[src/rtl/sync_debounce_pkg.sv]
// Shared constants for the sync_debounce slice.
//   EV_FALL / EV_RISE           : encoding of ev_rising for falling / rising events
//   SYNC_STAGES_MIN / _MAX      : legal range of the synchroniser depth
//   sync_stages_legal()         : range check used at elaboration
package sync_debounce_pkg;

  localparam logic EV_FALL = 1'b0;
  localparam logic EV_RISE = 1'b1;

  localparam int unsigned SYNC_STAGES_MIN = 2;
  localparam int unsigned SYNC_STAGES_MAX = 4;

  function automatic logic sync_stages_legal(input int unsigned n);
    return (n >= SYNC_STAGES_MIN) && (n <= SYNC_STAGES_MAX);
  endfunction

endpackage

[src/rtl/sync_debounce_sync_chain.sv]
// falsepath_anchor: a named buffer marking the asynchronous crossing point, so
//   timing constraints can cut the path into the first synchroniser flop.
//   i : asynchronous input    o : same level, unregistered
// sync_chain: SYNC_STAGES flops in series behind one falsepath_anchor.
//   clk     : sampling clock (rising edge)
//   rst     : asynchronous active-high reset, whole chain -> RESET_VAL
//   i_async : asynchronous level
//   sync_q  : last stage of the chain
module falsepath_anchor (
  input  logic i,
  output logic o
);
  assign o = i;
endmodule

module sync_chain
  import sync_debounce_pkg::*;
#(
  parameter int   SYNC_STAGES = 2,
  parameter logic RESET_VAL   = 1'b0
) (
  input  logic clk,
  input  logic rst,
  input  logic i_async,
  output logic sync_q
);

  if (!sync_stages_legal(SYNC_STAGES)) begin : g_illegal_stages
    $error("sync_chain: SYNC_STAGES must be within 2..4");
  end

  logic                   anchored;
  logic [SYNC_STAGES-1:0] stage_d;
  logic [SYNC_STAGES-1:0] stage_q;

  falsepath_anchor u_anchor (
    .i (i_async),
    .o (anchored)
  );

  always_comb begin
    stage_d = {stage_q[SYNC_STAGES-2:0], anchored};
  end

  always_ff @(posedge clk or posedge rst) begin
    if (rst) begin
      stage_q <= {SYNC_STAGES{RESET_VAL}};
    end else begin
      stage_q <= stage_d;
    end
  end

  assign sync_q = stage_q[SYNC_STAGES-1];

endmodule

[src/rtl/sync_debounce.sv]
// sync_debounce: synchronises an asynchronous level, optionally filters it with
// a stability counter, and reports edges as pulses and as a one-entry event.
// Build option: define SYNC_DEBOUNCE_FILTER_EN to enable the counter filter;
// without it level follows the synchronised input every cycle.
//   clk           : sole clock, rising edge
//   rst           : asynchronous active-high reset
//   i_async       : asynchronous external level
//   filter_cycles : stability cycles required before level changes (quasi-static)
//   level         : filtered, synchronised level
//   rise / fall   : one-cycle pulses coincident with the level change
//   ev_valid / ev_ready / ev_rising : one-entry edge event, valid/ready handshake
//   ovf           : sticky, set when an edge is dropped because the event is held
//   ovf_clr       : synchronous clear of ovf (a concurrent set wins)
module sync_debounce
  import sync_debounce_pkg::*;
#(
  parameter int   SYNC_STAGES = 2,
  parameter int   FILTER_W    = 4,
  parameter logic RESET_VAL   = 1'b0
) (
  input  logic                clk,
  input  logic                rst,
  input  logic                i_async,
  input  logic [FILTER_W-1:0] filter_cycles,
  output logic                level,
  output logic                rise,
  output logic                fall,
  output logic                ev_valid,
  input  logic                ev_ready,
  output logic                ev_rising,
  output logic                ovf,
  input  logic                ovf_clr
);

  logic sync_q;

  sync_chain #(
    .SYNC_STAGES (SYNC_STAGES),
    .RESET_VAL   (RESET_VAL)
  ) u_sync_chain (
    .clk     (clk),
    .rst     (rst),
    .i_async (i_async),
    .sync_q  (sync_q)
  );

  logic level_d,     level_q;
  logic rise_d,      rise_q;
  logic fall_d,      fall_q;
  logic ev_valid_d,  ev_valid_q;
  logic ev_rising_d, ev_rising_q;
  logic ovf_d,       ovf_q;
  logic edge_seen;

`ifdef SYNC_DEBOUNCE_FILTER_EN
  logic [FILTER_W-1:0] cnt_d, cnt_q;

  // cnt only advances while below filter_cycles, so it cannot wrap; the >=
  // also catches filter_cycles being lowered beneath a running count.
  always_comb begin
    level_d = level_q;
    cnt_d   = cnt_q;
    if (sync_q == level_q) begin
      cnt_d = '0;
    end else if (cnt_q >= filter_cycles) begin
      level_d = sync_q;
      cnt_d   = '0;
    end else begin
      cnt_d = cnt_q + FILTER_W'(1);
    end
  end
`else
  logic unused_filter_cycles;
  assign unused_filter_cycles = ^filter_cycles;

  always_comb begin
    level_d = sync_q;
  end
`endif

  // Edges are decoded from the registered pulses, so the event is loaded in
  // the cycle after rise/fall and can be compared against ev_ready then.
  always_comb begin
    rise_d      = level_d & ~level_q;
    fall_d      = ~level_d & level_q;
    edge_seen   = rise_q | fall_q;
    ev_valid_d  = ev_valid_q;
    ev_rising_d = ev_rising_q;
    ovf_d       = ovf_q & ~ovf_clr;
    if (edge_seen) begin
      if (!ev_valid_q || ev_ready) begin
        ev_valid_d  = 1'b1;
        ev_rising_d = rise_q ? EV_RISE : EV_FALL;
      end else begin
        ovf_d = 1'b1;
      end
    end else if (ev_valid_q && ev_ready) begin
      ev_valid_d = 1'b0;
    end
  end

  always_ff @(posedge clk or posedge rst) begin
    if (rst) begin
      level_q     <= RESET_VAL;
      rise_q      <= 1'b0;
      fall_q      <= 1'b0;
      ev_valid_q  <= 1'b0;
      ev_rising_q <= 1'b0;
      ovf_q       <= 1'b0;
`ifdef SYNC_DEBOUNCE_FILTER_EN
      cnt_q       <= '0;
`endif
    end else begin
      level_q     <= level_d;
      rise_q      <= rise_d;
      fall_q      <= fall_d;
      ev_valid_q  <= ev_valid_d;
      ev_rising_q <= ev_rising_d;
      ovf_q       <= ovf_d;
`ifdef SYNC_DEBOUNCE_FILTER_EN
      cnt_q       <= cnt_d;
`endif
    end
  end

  assign level     = level_q;
  assign rise      = rise_q;
  assign fall      = fall_q;
  assign ev_valid  = ev_valid_q;
  assign ev_rising = ev_rising_q;
  assign ovf       = ovf_q;

endmodule

[config.mk]
export PLATFORM = sky130hd
export DESIGN_NAME = sync_debounce
export DESIGN_NICKNAME = d
export VERILOG_FILES = /design/src/rtl/sync_debounce_pkg.sv /design/src/rtl/sync_debounce_sync_chain.sv /design/src/rtl/sync_debounce.sv
export SDC_FILE = /design/constraint.sdc
export NUM_CORES = 1
export LEC_CHECK = 0
export ABC_AREA = 1
export CAP_MARGIN = 10
export CORE_AREA = 2 2 39 41
export DETAILED_ROUTE_END_ITERATION = 10
export DIE_AREA = 0 0 41 43
export PLACE_DENSITY = 0.45
export REMOVE_ABC_BUFFERS = 1
export SLEW_MARGIN = 20
export SYNTH_ARGS = -nofsm -noshare
export SYNTH_HDL_FRONTEND = slang
export SYNTH_SLANG_ARGS = --single-unit
[constraint.sdc]
create_clock -name clk -period 2 [get_ports clk]
set_input_delay 0.4 -clock clk [delete_from_list [all_inputs] [get_ports clk]]
set_output_delay 0.4 -clock clk [all_outputs]
set_load 0.005 [all_outputs]
==> impl_metrics.tcl <==
set metrics [dict create \
    postSynthCellCount 24 \
    grt_pass1_wl_um 648 \
    r2r_slack_ns 1.27 \
    reg2reg_to "ovf$_DFF_PP0_" \
    crit_start "fall$_DFF_PP0_" \
    final_common_cell "clkdlybuf4s50_1" \
    place_ws_ns 0.7317 \
    crit_path_top_delay_cell "clkdlybuf4s50_1" \
    vias 183 \
    dieArea_um2 1763 \
    ys_seq_elements 8 \
    yosysSeqAreaShare 0.7512 \
    cts-root-buf "clkbuf_4" \
    worst_clock_skew_ns 0.0008150 \
    status "finished clean" \
    clk_pin_slew_ns 0.05 \
    worst_ep_required_time_ns 1.60 \
    h-tree-depth 1 \
    endpoint_kind "primary output" \
    post-route-period-util 0.7630 \
    fin_util 0.2957 \
    grt_use_total 0.06098 \
    floorplan.initialDensity 0.1926 \
    path_buf_inv 1 \
    leakage_nw 0.2003 \
    ir_worst_vdd_v 0.0002183 \
    yosysWarningCount 0 \
    avgSynthCellArea_um2 11.10 \
    layout_setup_ws_ns 0.4739 \
    hold_path_class "reg -> reg" \
    path_cells "clkdlybuf4s50_1" \
    grt_pass1_vias 183 \
    area_delta_synth_final_pct 53.52 \
    setup_violations 0 \
    numCtsBuffers 3 \
    cts_tree "built" \
    cts_setup_buffers 0 \
    ios 15 \
    worstPathArrival_ns 1.13 \
    wl_per_cell_um 7.943 \
    slew_headroom 0.8038 \
    core_area_um2 1384 \
    cts_resized 0 \
    drv_cap 0 \
    critical_path_depth 1 \
    path_max_fanout 3 \
    die_w_um 41 \
    ys_types 6 \
    drt-total-wl_um 421 \
    powerDensity_nw_per_um2 843.0 \
    worstSkewPairLatency_ns 0.24 \
    finalHoldViolCount 0 \
    rsz0062_at_grt "no" \
    grt_max_degree 9 \
    grt_antenna_before_repair 0 \
    layout_common_cells "10 x clkdlybuf4s50_1, 8 x dfrtp_1, 5 x inv_1, 5 x nand2_1" \
    num_rows 14 \
    r2r.worst_path.cells 2 \
    drive_above_1_share 0.1351 \
    gp_congestion 0.5573 \
    r2r_start "rise$_DFF_PP0_" \
    regArea_um2 200.2 \
    die_y_um 43 \
    fill_cells 137 \
    portBuffers 10 \
    cts_sinks 8 \
    via_per_inst 3.453 \
    cts-hold-fix-buffers 0 \
    final_nets 48 \
    cp_slowest_stage_delay_ns 0.51 \
    fmax_mhz 655.3 \
    drt_iter0_markers 3 \
    slew_viol_final 0 \
    clockBufferDepth 2 \
    design_power_total_mw 0.3449 \
    tightest_slew_ns 0.2940 \
    syn_area_um2 266.5 \
    grt_overflow 0 \
    antenna_cells 0 \
    setup.worst_path.class "reg -> out" \
    multiInputGateArea_um2 47.55 \
    fin_setup_tns_ns 0 \
    drtPass1Iterations 2 \
    worstSetupStartpointType "flop" \
    dp_hpwl_um 313.7 \
    critPathCapture "fall" \
    min_period_ns 1.526 \
    drc 0 \
    cp_top_family "buffers and inverters" \
    ant_nets 0 \
]
==> synth_stat cells <==
library cell / instances / area (um^2)
dfrtp_1: 8 / 200.2
inv_1: 5 / 18.77
nand2_1: 5 / 18.77
nand2_2: 2 / 12.51
nor2_1: 3 / 11.26
o21ai_1: 1 / 5.000
==> report_power, final <==
part | leakage, nW | internal (mW) | switching (mW)
Clock | 0.0138 | 0.0682 | 0.0484
Combinational | 0.0903 | 0.0296 | 0.0163
Sequential | 0.0962 | 0.175 | 0.00741
Total | 0.200 | 0.273 | 0.0722
==> how the worst min path moves through the flow <==
stage | endpoint | cells past startpoint | slack, ns | startpoint
CTS | u_sync_chain.stage_q[1]$_DFF_PP0_ | 0 | 0.36 | u_sync_chain.stage_q[0]$_DFF_PP0_
detailed placement | u_sync_chain.stage_q[1]$_DFF_PP0_ | 0 | 0.34 | u_sync_chain.stage_q[0]$_DFF_PP0_
global route | u_sync_chain.stage_q[1]$_DFF_PP0_ | 0 | 0.37 | u_sync_chain.stage_q[0]$_DFF_PP0_
floorplan | ev_rising$_DFFE_PP0P_ | 1 | 0.22 | rst
global placement | u_sync_chain.stage_q[1]$_DFF_PP0_ | 0 | 0.34 | u_sync_chain.stage_q[0]$_DFF_PP0_
finish | u_sync_chain.stage_q[1]$_DFF_PP0_ | 0 | 0.35 | u_sync_chain.stage_q[0]$_DFF_PP0_
==> final cells by class <==
type                            instances  share of cell area
Timing Repair Buffer                   10              0.2446
Clock buffer                            3             0.05505
Sequential cell                         8              0.4893
Multi-Input combinational cell         11              0.1162
Tap cell                               16             0.04893
Inverter                                5             0.04587
==> stage by stage <==
stage / hold WS [ns] / instance area, um^2 / instances
6_report: 0.3545 / 409.1 / 53
5_1_grt: 0.3688 / 409.1 / 53
4_1_cts: 0.3566 / 409.1 / 53
3_5_place_dp: 0.3365 / 386.6 / 50
3_3_place_gp: 0.3422 / 386.6 / 50
2_1_floorplan: 0.2157 / 266.5 / 24
==> metal layers <==
metal,share of wire,GRT usage,up-vias,wire (um)
met4,0,0.06000,0,0
met3,0.16,0.03141,0,68
met1,0.46,0.08027,78,194
met5,0,0,-,0
li1,-,-,94,-
met2,0.38,0.06563,11,158
==> sequential cells by signal, indices dropped and copies added, names as in the netlist <==
| signal | count |
|---|---|
| fall | 1 |
| ev_rising | 1 |
| level | 1 |
| ovf | 1 |
| ev_valid | 1 |
| rise | 1 |
| u_sync_chain.stage_q | 2 |
==> cells by family (layout without fill, tap and decap cells) <==
logic type | count (synthesis) | after routing | share of synthesized area
AND/OR/NAND/NOR | 10 | 10 | 0.1596
AO/OA/AOI/OAI | 1 | 1 | 0.01876
flip-flops | 8 | 8 | 0.7512
buffers and inverters | 5 | 18 | 0.07043
Power figures use the tool's default switching activity.
